<file path="config.mk">
export PLATFORM = sky130hd
export DESIGN_NAME = uart_tx_buffered
export DESIGN_NICKNAME = d
export VERILOG_FILES = /design/src/rtl/uart_tx_buffered.sv
export SDC_FILE = /design/constraint.sdc
export NUM_CORES = 1
export LEC_CHECK = 0
export CAP_MARGIN = 20
export CORE_MARGIN = 2
export CORE_UTILIZATION = 45
export DETAILED_ROUTE_END_ITERATION = 10
export GPL_TIMING_DRIVEN = 0
export HOLD_SLACK_MARGIN = 0.08
export SLEW_MARGIN = 40
export SYNTH_ARGS = -nofsm -noshare
export SYNTH_HDL_FRONTEND = slang
export SYNTH_SLANG_ARGS = --single-unit
</file>
<file path="constraint.sdc">
create_clock -name clk -period 3.1 [get_ports clk]
set_clock_uncertainty 0.15 [all_clocks]
set_input_delay 0.93 -clock clk [delete_from_list [all_inputs] [get_ports clk]]
set_output_delay 0.93 -clock clk [all_outputs]
set_load 0.05 [all_outputs]
</file>
<file path="src/rtl/uart_tx_buffered.sv">
// uart_tx_buffered: UART transmitter fed by a small FIFO with a valid/ready
// front end. Queued words go out back-to-back with no idle gap between frames.
module uart_tx_buffered #(
  parameter int CLK_FREQ   = 24000000,
  parameter int BAUD_RATE  = 8000000,
  parameter int DATA_BITS  = 8,
  parameter int PARITY_EN  = 1,
  parameter int PARITY_ODD = 0,
  parameter int STOP_BITS  = 1,
  parameter int FIFO_DEPTH = 4
) (
  input  logic                                 clk,
  input  logic                                 rst,
  input  logic [DATA_BITS-1:0]                 data_in,
  input  logic                                 data_valid,
  output logic                                 data_ready,
  output logic                                 tx,
  output logic                                 tx_busy,
  output logic                                 tx_done,
  output logic [$clog2(FIFO_DEPTH+1)-1:0]      fifo_count
);

  localparam int CLKS_PER_BIT = CLK_FREQ / BAUD_RATE;
  localparam int CLK_W        = (CLKS_PER_BIT > 1) ? $clog2(CLKS_PER_BIT) : 1;
  localparam int PTR_W        = $clog2(FIFO_DEPTH);
  localparam int CNT_W        = $clog2(FIFO_DEPTH + 1);

  localparam logic [CLK_W-1:0] CLK_LAST  = CLK_W'(CLKS_PER_BIT - 1);
  localparam logic [3:0]       DATA_LAST = 4'(DATA_BITS - 1);
  localparam logic [3:0]       STOP_LAST = 4'(STOP_BITS - 1);
  localparam logic [CNT_W-1:0] FULL_CNT  = CNT_W'(FIFO_DEPTH);
  localparam logic             PAR_SEED  = (PARITY_ODD != 0);
  localparam logic             HAS_PAR   = (PARITY_EN != 0);

  typedef enum logic [2:0] {
    S_IDLE,
    S_START,
    S_DATA,
    S_PARITY,
    S_STOP
  } state_t;

  // FIFO storage and bookkeeping
  logic [DATA_BITS-1:0] mem [FIFO_DEPTH];
  logic [PTR_W-1:0]     wr_ptr;
  logic [PTR_W-1:0]     rd_ptr;
  logic                 push;
  logic                 pop;
  logic                 fifo_empty;
  logic [DATA_BITS-1:0] head;

  // Transmitter state
  state_t               state_q, state_d;
  logic [CLK_W-1:0]     clk_cnt_q, clk_cnt_d;
  logic [3:0]           bit_cnt_q, bit_cnt_d;
  logic [DATA_BITS-1:0] shreg_q, shreg_d;
  logic                 par_q, par_d;
  logic                 tx_d;
  logic                 done_d;
  logic                 bit_end;

  // Ready comes from the registered count only, so a pop in the same cycle
  // never frees a slot for that cycle's push.
  assign head       = mem[rd_ptr];
  assign fifo_empty = (fifo_count == '0);
  assign data_ready = ~rst & (fifo_count != FULL_CNT);
  assign push       = data_valid & data_ready;
  assign bit_end    = (clk_cnt_q == CLK_LAST);
  assign tx_busy    = (state_q != S_IDLE);

  // Write accepted words into the FIFO tail
  always_ff @(posedge clk) begin
    if (push) begin
      mem[wr_ptr] <= data_in;
    end
  end

  // FIFO pointers and occupancy; pointers wrap naturally since depth is 2^n
  always_ff @(posedge clk) begin
    if (rst) begin
      wr_ptr     <= '0;
      rd_ptr     <= '0;
      fifo_count <= '0;
    end else begin
      if (push) begin
        wr_ptr <= wr_ptr + 1'b1;
      end
      if (pop) begin
        rd_ptr <= rd_ptr + 1'b1;
      end
      case ({push, pop})
        2'b10:   fifo_count <= fifo_count + 1'b1;
        2'b01:   fifo_count <= fifo_count - 1'b1;
        default: fifo_count <= fifo_count;
      endcase
    end
  end

  // FSM state register
  always_ff @(posedge clk) begin
    if (rst) begin
      state_q <= S_IDLE;
    end else begin
      state_q <= state_d;
    end
  end

  // Datapath registers, including the registered line output and done pulse
  always_ff @(posedge clk) begin
    if (rst) begin
      clk_cnt_q <= '0;
      bit_cnt_q <= '0;
      shreg_q   <= '0;
      par_q     <= 1'b0;
      tx        <= 1'b1;
      tx_done   <= 1'b0;
    end else begin
      clk_cnt_q <= clk_cnt_d;
      bit_cnt_q <= bit_cnt_d;
      shreg_q   <= shreg_d;
      par_q     <= par_d;
      tx        <= tx_d;
      tx_done   <= done_d;
    end
  end

  // Next-state, pop and next line value; a new word is loaded straight from
  // the final stop cycle so frames run back-to-back
  always_comb begin
    state_d   = state_q;
    clk_cnt_d = bit_end ? '0 : clk_cnt_q + 1'b1;
    bit_cnt_d = bit_cnt_q;
    shreg_d   = shreg_q;
    par_d     = par_q;
    pop       = 1'b0;
    done_d    = 1'b0;
    tx_d      = 1'b1;

    case (state_q)
      S_IDLE: begin
        clk_cnt_d = '0;
        bit_cnt_d = '0;
        if (!fifo_empty) begin
          state_d = S_START;
          pop     = 1'b1;
          shreg_d = head;
          par_d   = (^head) ^ PAR_SEED;
        end
      end
      S_START: begin
        if (bit_end) begin
          state_d   = S_DATA;
          bit_cnt_d = '0;
        end
      end
      S_DATA: begin
        if (bit_end) begin
          shreg_d = shreg_q >> 1;
          if (bit_cnt_q == DATA_LAST) begin
            state_d   = HAS_PAR ? S_PARITY : S_STOP;
            bit_cnt_d = '0;
          end else begin
            bit_cnt_d = bit_cnt_q + 1'b1;
          end
        end
      end
      S_PARITY: begin
        if (bit_end) begin
          state_d   = S_STOP;
          bit_cnt_d = '0;
        end
      end
      S_STOP: begin
        if (bit_end) begin
          if (bit_cnt_q == STOP_LAST) begin
            done_d    = 1'b1;
            bit_cnt_d = '0;
            if (!fifo_empty) begin
              state_d = S_START;
              pop     = 1'b1;
              shreg_d = head;
              par_d   = (^head) ^ PAR_SEED;
            end else begin
              state_d = S_IDLE;
            end
          end else begin
            bit_cnt_d = bit_cnt_q + 1'b1;
          end
        end
      end
      default: begin
        state_d = S_IDLE;
      end
    endcase

    case (state_d)
      S_START:  tx_d = 1'b0;
      S_DATA:   tx_d = shreg_d[0];
      S_PARITY: tx_d = par_d;
      default:  tx_d = 1'b1;
    endcase
  end

endmodule

</file>
==> metrics.txt, run 1 <==
Sw Pwr 0.942 mW; DRT Wirelength 4650 um; Reg2Reg Launch Point bit_cnt_q[0]; input/output buffers 17; Filler cells 531; Rows 28; crit start category input port; slowest cell delay on critical path 470 ps; CTS Root Cell clkbuf_8; flop2flop setup slack 190 ps; Slowest cell on crit path clkdlybuf4s50_1; GR Overflow Total 0; area leader, netlist edfxtp_1; P&R area growth vs syn 16.5%; number of synthesized register bits 61; Die Wd 81.1 um; outcome completed; remaining antenna violation count after routing 0; fin. max-slew vios 0; # hold bufs at CTS 0; period utilisation layout 0.965; # IOs 18; GRT met2 Usage 0.244; Max Cap Violations 0; CP Capture Type output port; FF-to-FF End fifo_count[2]; hold depth 1; Post-Syn Nets 245; Tightest Hold Check Type flip-flop to flip-flop; Initial DRC Count 51; first-pass GRT wire length 7630 um; Area contributors post-synth edfxtp_1 (36%), dfxtp_1 (22%), mux4_2 (6.7%); arrival time at the worst endpoint 1910 ps; Peak VDD IR 352 uV; Synth Instances 225; post-layout util 0.535; setup TNS 0 ps; worst-case clock buffer depth 2; die area 0.00657 mm2; Final Wtd Congestion 0.770; Final Setup Violations 0; Worst Tran Pin Value 637 ps; worst slack at placement -536 ps; P_int 1.67 mW; GRT Total Usage 0.162; gr busiest metal met2; wire per inst 14.0 um; Cell Chain, Critical Path clkdlybuf4s50_1 > a31oi_4 > clkbuf_4; fin area 0.00311 mm2; final count of hold timing violations 0; Lkg Pwr 1.10 nW; Detail Placement HPWL 3180 um; largest net degree at the start of global routing 12; Crit path max-delay family buffers and inverters; post-CTS setup buffer count 0; ANT cells 0; YS warnings 0; Clk Latency, worst-skew pair 340 ps; register area share after synthesis 0.577; Worst-path clk slew 60 ps; critical path class input port to output port; Crit path buffers/inverters 2; nets 273; DRC 0; Synth Cell Area 0.00267 mm2; Avg Vias per Cell 5.17; Synth top area share 0.360; Die Span Y 81.1 um; 1st-pass router iterations 4; final cell count without fillers 333; Min-Delay Endpoint clk_cnt_q[0]; Core ar. 0.00582 mm2; vias in the first global route 1616; clk sinks 61; pwr/cell area 840 mW/mm2; average size of a mapped cell 11.9 um2; layout cells sized above 1 0.120; Clock power frac 0.227; Required @ worst endpoint 2020 ps; synth unique cells 44; r2r worst-path depth 11; CTS tree done; Via Count 1721; Reg power frac 0.398; RSZ-0062 raised after global routing no; WHS 279 ps; Sw Ratio 0.360; Num CTS Buffers 9; placed insts 317; worst setup margin 109 ps; Initial Util 0.460; initial antenna violation count 0; Combinational Power Share 0.375; Rel. slew slack 0.572; fin crit period 2990 ps; CTS H-tree depth 3; Worst Hold Launch clk_cnt_q[0]; FMAX 334 MHz; Overall Power 2.61 mW; CP Max Fanout 6; routing usage on met3 0.0478; Placed Instance Area 0.00294 mm2; GRT met1 Usage 0.205
[cell usage after synthesis]
| master | instances |
|---|---|
| nor2_1 | 35 |
| edfxtp_1 | 32 |
| dfxtp_1 | 29 |
| inv_1 | 12 |
| a21oi_1 | 11 |
| xnor2_1 | 9 |
| ha_1 | 8 |
| mux4_2 | 8 |
| nand2_1 | 8 |
| nor4_1 | 8 |
| clkbuf_1 | 7 |
| and3_1 | 5 |
| o21ai_0 | 5 |
| nor3_1 | 4 |
| a31oi_1 | 3 |
| nand2b_1 | 3 |
| nand3b_1 | 3 |
| xor2_1 | 3 |
| a21boi_0 | 2 |
| a22oi_1 | 2 |
| and2_1 | 2 |
| mux2i_1 | 2 |
| nand3_1 | 2 |
| nor2b_1 | 2 |
| a2111o_1 | 1 |
| a211oi_2 | 1 |
| a221oi_1 | 1 |
| and3b_1 | 1 |
| buf_1 | 1 |
| buf_2 | 1 |
| buf_6 | 1 |
| clkbuf_2 | 1 |
| fa_1 | 1 |
| inv_2 | 1 |
| nand4bb_4 | 1 |
| o211ai_1 | 1 |
| o21bai_1 | 1 |
| o221ai_1 | 1 |
| o311ai_0 | 1 |
| o31a_1 | 1 |
| o31ai_1 | 1 |
| or2_2 | 1 |
| or3_1 | 1 |
| or4_1 | 1 |
[power by group through the flow]
stage	Sequential [mW]	Combinational, mW	Clock, mW
floorplan	1.11	0.712	0
global placement	1.06	0.981	0
detailed placement	1.06	0.993	0
CTS	1.04	0.992	0.616
global route	1.05	1.09	0.651
finish	1.04	0.981	0.594
[cells in the final DEF, fill, tap and decap left out, types with 3 or more instances in the layout]
cell,n
nand2b_1,3
inv_1,12
edfxtp_1,32
mux4_2,8
ha_1,8
dfxtp_1,29
o21ai_0,5
nand2_1,8
nor3_1,4
nor2_1,35
nor4_1,8
clkbuf_1,7
and3_1,5
xnor2_1,9
clkbuf_8,9
nand3b_1,3
a21oi_1,11
xor2_1,3
clkdlybuf4s50_1,15
[layer usage]
| metal | vias up | wire length [um] |
|---|---|---|
| li1 | 867 | - |
| met4 | 0 | 82 |
| met3 | 7 | 183 |
| met5 | - | 0 |
| met2 | 35 | 2170 |
| met1 | 812 | 2220 |
[final cells by class]
type	count	area, um2	area share
well taps	75	93.8	0.0301
inverters	13	48.8	0.0157
repair buffers	17	166	0.0535
clock buffers	9	124	0.0398
flip-flops and latches	61	1540	0.495
multi-input cells	140	1050	0.336
plain buffers	11	51.3	0.0165
clock inverters	7	41.3	0.0133
[sequential cells by signal, summed over array words and instances (netlist names), named ones only]
register and count:
fifo_count 3, wr_ptr 2, clk_cnt_q 2, mem 32, bit_cnt_q 4, state_q 3
tx_done 1, tx 1, shreg_q 8, rd_ptr 2, par_q 1
[logic make-up (layout without fill, tap and decap cells)]
family          count (synthesis)  in the layout  share of synthesized area
fa+ha+maj                       9              9                     0.0449
mux                            10             10                     0.0749
flops                          61             61                      0.577
buf+inv                        24             57                     0.0374
xor+xnor                       12             12                     0.0393
simple gates                   77             77                      0.148
compound gates                 32             32                     0.0787
[repair_timing]
action	in CTS	in global routing
pin swaps	0	1
gates resized for setup	6	2
endpoints found under the setup margin	2	2
[worst max path at each step]
stage	start	end	cells after the start
3_5_place_dp	rst	data_ready	3
4_1_cts	rst	data_ready	3
5_1_grt	bit_cnt_q[0]	fifo_count[2]	11
3_3_place_gp	rst	data_ready	3
6_report	rst	data_ready	3
2_1_floorplan	rst	fifo_count[2]	9
Power figures use the tool's default switching activity.
==> run 2, diff against run 1 <==
--- a/config.mk
+++ b/config.mk
@@ -6,11 +6,15 @@
 export NUM_CORES = 1
 export LEC_CHECK = 0
 export CAP_MARGIN = 20
+export CELL_PAD_IN_SITES_DETAIL_PLACEMENT = 0
+export CELL_PAD_IN_SITES_GLOBAL_PLACEMENT = 1
 export CORE_MARGIN = 2
 export CORE_UTILIZATION = 45
 export DETAILED_ROUTE_END_ITERATION = 10
 export GPL_TIMING_DRIVEN = 0
 export HOLD_SLACK_MARGIN = 0.08
+export PLACE_DENSITY_LB_ADDON = 0.1
+export SETUP_SLACK_MARGIN = 0.3
 export SLEW_MARGIN = 40
 export SYNTH_ARGS = -nofsm -noshare
 export SYNTH_HDL_FRONTEND = slang
==> metrics.txt, run 2 (synthesis gave the netlist of run 1 again) <==
Filler cells 533 (+0.38%); max reg flops 32 (unchanged); CTS tree done; FMAX 367 MHz (+9.7%); P&R area growth vs syn 22.1%; Detail Placement HPWL 3460 um (+8.5%); critical path class input port to flip-flop; remaining antenna violation count after routing 0 (unchanged); GR Overflow Total 0 (unchanged); layout cells sized above 1 0.195 (+0.0745); die area 0.00657 mm2 (unchanged); Avg Vias per Cell 5.16 (about the same); Reg with most FFs mem; most frequent cells in the layout nor2_1 (35), edfxtp_1 (32), dfxtp_1 (24); fin crit period 2730 ps (-265 ps); Rel. slew slack 0.510 (-0.0621); placed insts 317 (unchanged); Worst-path clk slew 80 ps (+20 ps); Die Wd 81.1 um (unchanged); CP Max Fanout 5 (-1); final cell count without fillers 337 (+1.2%); Initial Util 0.460 (unchanged); outcome completed; most common cell after layout, fill and taps aside nor2_1; # IOs 18 (unchanged); largest net degree at the start of global routing 13 (+1); first-pass GRT wire length 8160 um (+6.9%); arrival time at the worst endpoint 2840 ps (+930 ps); Via Count 1740 (+1.1%); DRT Wirelength 5090 um (+9.3%); post-layout util 0.561 (+0.0260); Lkg Pwr 1.16 nW (+5.6%); ANT cells 0 (unchanged); vias in the first global route 1617 (+0.062%); Worst Tran Pin Value 730 ps (+92.4 ps); RSZ-0062 raised after global routing yes; Required @ worst endpoint 3210 ps (+1190 ps); Peak VDD IR 553 uV (+57%); Final Setup Violations 0 (unchanged); fin. max-slew vios 0 (unchanged); largest registers mem x32, shreg_q x8, bit_cnt_q x4; nets 277 (+1.5%); crit start category input port; Clk Latency, worst-skew pair 340 ps (about the same); WHS 276 ps (-2.28 ps); Rows 28 (unchanged); clk sinks 61 (unchanged); wire per inst 15.1 um (+8.0%); worst-case clock buffer depth 2 (unchanged); Core ar. 0.00582 mm2 (unchanged); 1st-pass router iterations 7 (+3); final count of hold timing violations 0 (unchanged); pwr/cell area 894 mW/mm2 (+6.4%); Num CTS Buffers 9 (unchanged); Final Wtd Congestion 0.725 (-5.9%); DRC 0 (unchanged); input/output buffers 17 (unchanged); CTS Root Cell clkbuf_8; CTS H-tree depth 3 (unchanged); period utilisation layout 0.879 (-0.0855); Die Span Y 81.1 um (unchanged); Tightest Hold Check Type flip-flop to flip-flop; Initial DRC Count 84 (+65%); Max Cap Violations 0 (unchanged); initial antenna violation count 0 (unchanged); CP Capture Type flip-flop; GRT Total Usage 0.174 (+0.0117)
-- run 2: cell types whose count changed in the layout (fill, tap and decap cells not counted), sizes merged --
cell           delta
inv               +1
clkdlybuf4s50     -1
clkdlybuf4s15     +1
buf               +5
clkinv            -3
clkbuf            -1
bufinv            +2
-- run 2: through the flow --
step                setup TNS, ps  power, mW  instance area, um2  worst slack, ps
CTS                             0       2.91                3200              362
finish                          0       2.92                3260              374
floorplan                       0       1.83                2690              328
global placement             -584       2.06                2960             -449
detailed placement           -591       2.07                2960             -437
global route                    0       3.10                3260              283
-- run 2: path summary, 6_finish.rpt --
check / end / cells after the start / slack [ps] / startpoint
worst max-delay path: fifo_count[2] / 9 / 370 / data_valid
worst min-delay path: clk_cnt_q[0] / 1 / 280 / clk_cnt_q[0]
worst max register to register: fifo_count[2] / 11 / 410 / bit_cnt_q[1]
worst min register to register: clk_cnt_q[0] / 1 / 280 / clk_cnt_q[0]
-- run 2: timing repair --
| action | in CTS | in global routing |
|---|---|---|
| pin swaps | 1 | 2 |
| hold buffers | 0 | 0 |
| resized for setup | 13 | 14 |
| endpoints found under the setup margin | 3 | 2 |
| setup buffers | 2 | 2 |
-- run 2: per-layer routing --
layer,vias to the layer above,wire [um],GRT usage
li1,878,-,-
met1,825,2510,0.246
met2,31,2300,0.244
met3,6,215,0.0567
met4,0,66,0.0763
met5,-,0,0
-- run 2: report_power, final --
part / internal (mW) / total (mW) / switching, mW
logic: 0.484 / 1.08 / 0.592
clock network: 0.456 / 0.792 / 0.336
registers: 0.974 / 1.05 / 0.0753
total: 1.91 / 2.92 / 1.00
-- run 2: layout make-up --
| class | instances | area, um2 | area share |
|---|---|---|---|
| multi-input combinational | 140 | 1100 | 0.336 |
| inverter | 13 | 48.8 | 0.0149 |
| tap | 75 | 93.8 | 0.0287 |
| clock inverter | 7 | 97.6 | 0.0299 |
| buffer | 11 | 53.8 | 0.0165 |
| timing repair buffer | 21 | 201 | 0.0617 |
| clock buffer | 9 | 124 | 0.0379 |
| sequential | 61 | 1550 | 0.474 |
-- run 2: worst max-delay path: stages --
cell and delay (ps):
clkdlybuf4s50_1 460, and2_4 180, inv_1 100, ha_4 150, inv_1 50, fa_1 370
xor2_1 160, or3_1 310, a21oi_1 140
==> run 3, diff against run 2 <==
--- a/config.mk
+++ b/config.mk
@@ -15,6 +15,7 @@
 export HOLD_SLACK_MARGIN = 0.08
 export PLACE_DENSITY_LB_ADDON = 0.1
 export SETUP_SLACK_MARGIN = 0.3
+export SKIP_CTS_REPAIR_TIMING = 1
 export SLEW_MARGIN = 40
 export SYNTH_ARGS = -nofsm -noshare
 export SYNTH_HDL_FRONTEND = slang
==> metrics.txt, run 3 (synthesis gave the netlist of run 1 again) <==
die area 0.00657 mm2 (unchanged); input/output buffers 17 (unchanged); Peak VDD IR 560 uV (+1.2%); GR Overflow Total 0 (unchanged); Worst Tran Pin Value 738 ps (+8.30 ps); Placed Instance Area 0.00296 mm2 (unchanged); clk sinks 61 (unchanged); fin crit period 2700 ps (-27.7 ps); worst slack at placement -437 ps (unchanged); CTS Root Cell clkbuf_8; Worst-path clk slew 80 ps (about the same); DRT Wirelength 5100 um (+0.12%); Die Wd 81.1 um (unchanged); wire per inst 15.1 um (+0.12%); Max Cap Violations 0 (unchanged); worst setup margin 402 ps (+27.7 ps); largest net degree at the start of global routing 13 (unchanged); Filler cells 533 (unchanged); arrival time at the worst endpoint 2820 ps (-20 ps); Sw Ratio 0.344 (about the same); CTS tree done; # IOs 18 (unchanged); Num CTS Buffers 9 (unchanged); setup TNS 0 ps (unchanged); Via Count 1760 (+1.1%); Reg2Reg Launch Point bit_cnt_q[1]; RSZ-0062 raised after global routing no; pwr/cell area 894 mW/mm2 (about the same); hold depth 1 (unchanged); Reg power frac 0.360 (about the same); GRT Total Usage 0.172 (-0.00143); first-pass GRT wire length 8090 um (-0.85%); worst-case clock buffer depth 2 (unchanged); Final Setup Violations 0 (unchanged); Die Span Y 81.1 um (unchanged); CTS H-tree depth 3 (unchanged); Clk Latency, worst-skew pair 340 ps (about the same); most frequent cells in the layout nor2_1 (35), edfxtp_1 (32), dfxtp_1 (24); crit start category flip-flop; CP Capture Type flip-flop; Core ar. 0.00582 mm2 (unchanged); Clock power frac 0.272 (about the same); CP Max Fanout 5 (unchanged); Sw Pwr 1.00 mW (-0.21%); FF-to-FF End fifo_count[2]; Worst Hold Launch clk_cnt_q[0]; period utilisation layout 0.870 (-0.00893); ANT cells 0 (unchanged); largest registers mem x32, shreg_q x8, bit_cnt_q x4; Required @ worst endpoint 3220 ps (about the same); Tightest Hold Check Type flip-flop to flip-flop; layout cells sized above 1 0.187 (-0.00763); FMAX 371 MHz (+1.0%); Lkg Pwr 1.17 nW (+0.75%); fin area 0.00326 mm2 (-0.27%); flop2flop setup slack 400 ps (about the same); Rows 28 (unchanged); max reg flops 32 (unchanged); Final Wtd Congestion 0.725 (unchanged); Initial Util 0.460 (unchanged); P&R area growth vs syn 21.8%; Detail Placement HPWL 3460 um (unchanged); remaining antenna violation count after routing 0 (unchanged); r2r worst-path depth 11 (unchanged); WHS 276 ps (-0.100 ps); vias in the first global route 1605 (-0.74%); critical path class flip-flop to flip-flop; Overall Power 2.91 mW (-0.26%); Initial DRC Count 72 (-14%); Min-Delay Endpoint clk_cnt_q[0]; P_int 1.91 mW (-0.28%); fin. max-slew vios 0 (unchanged); final count of hold timing violations 0 (unchanged); Combinational Power Share 0.367 (-0.002); initial antenna violation count 0 (unchanged); Rel. slew slack 0.504 (-0.00558); Avg Vias per Cell 5.22 (+1.1%); most common cell after layout, fill and taps aside nor2_1; DRC 0 (unchanged); outcome completed; nets 277 (unchanged); Reg with most FFs mem; 1st-pass router iterations 7 (unchanged)
==> run 3: metal layers <==
layer	part of all wire	vias up	track usage
met4	0.018	0	0.0763
li1	-	880	-
met2	0.45	37	0.242
met5	0	-	0
met3	0.041	8	0.0567
met1	0.49	835	0.243
==> run 3: cell type report <==
type | count | area (um2) | share of cell area
Multi-Input combinational cell | 140 | 1090 | 0.335
Inverter | 13 | 48.8 | 0.0150
Clock inverter | 7 | 97.6 | 0.0300
Buffer | 11 | 51.3 | 0.0158
Clock buffer | 9 | 124 | 0.0380
Timing Repair Buffer | 21 | 201 | 0.0619
Tap cell | 75 | 93.8 | 0.0288
Sequential cell | 61 | 1550 | 0.475
==> run 3: how the worst max path moves through the flow <==
stage,start,to,slack (ps),cells after the start
global route,bit_cnt_q[1],fifo_count[2],280,11
floorplan,rst,fifo_count[2],330,9
CTS,rst,data_ready,-440,3
global placement,rst,data_ready,-450,3
detailed placement,rst,data_ready,-440,3
finish,bit_cnt_q[1],fifo_count[2],400,11
==> run 3: power by group through the flow <==
| stage | logic (mW) | clock network (mW) | registers [mW] |
|---|---|---|---|
| 2_1_floorplan | 0.717 | 0 | 1.12 |
| 3_3_place_gp | 0.999 | 0 | 1.06 |
| 3_5_place_dp | 1.01 | 0 | 1.07 |
| 4_1_cts | 1.01 | 0.814 | 1.05 |
| 5_1_grt | 1.18 | 0.846 | 1.06 |
| 6_report | 1.07 | 0.793 | 1.05 |
==> run 3: worst max-delay path: stages, from the launching register on <==
cell       delay [ps]
dfxtp_2           340
inv_1              90
ha_4              150
nand4bb_4         140
a2111o_1          440
inv_2             150
ha_4              160
inv_1              50
fa_1              370
xor2_1            160
or3_1             300
a21oi_1           130
==> run 3: through the flow <==
stage / utilization / std cells
2_1_floorplan: - / 225
3_3_place_gp: 0.508 / 317
3_5_place_dp: 0.508 / 317
4_1_cts: 0.546 / 333
5_1_grt: 0.560 / 337
6_report: 0.560 / 337
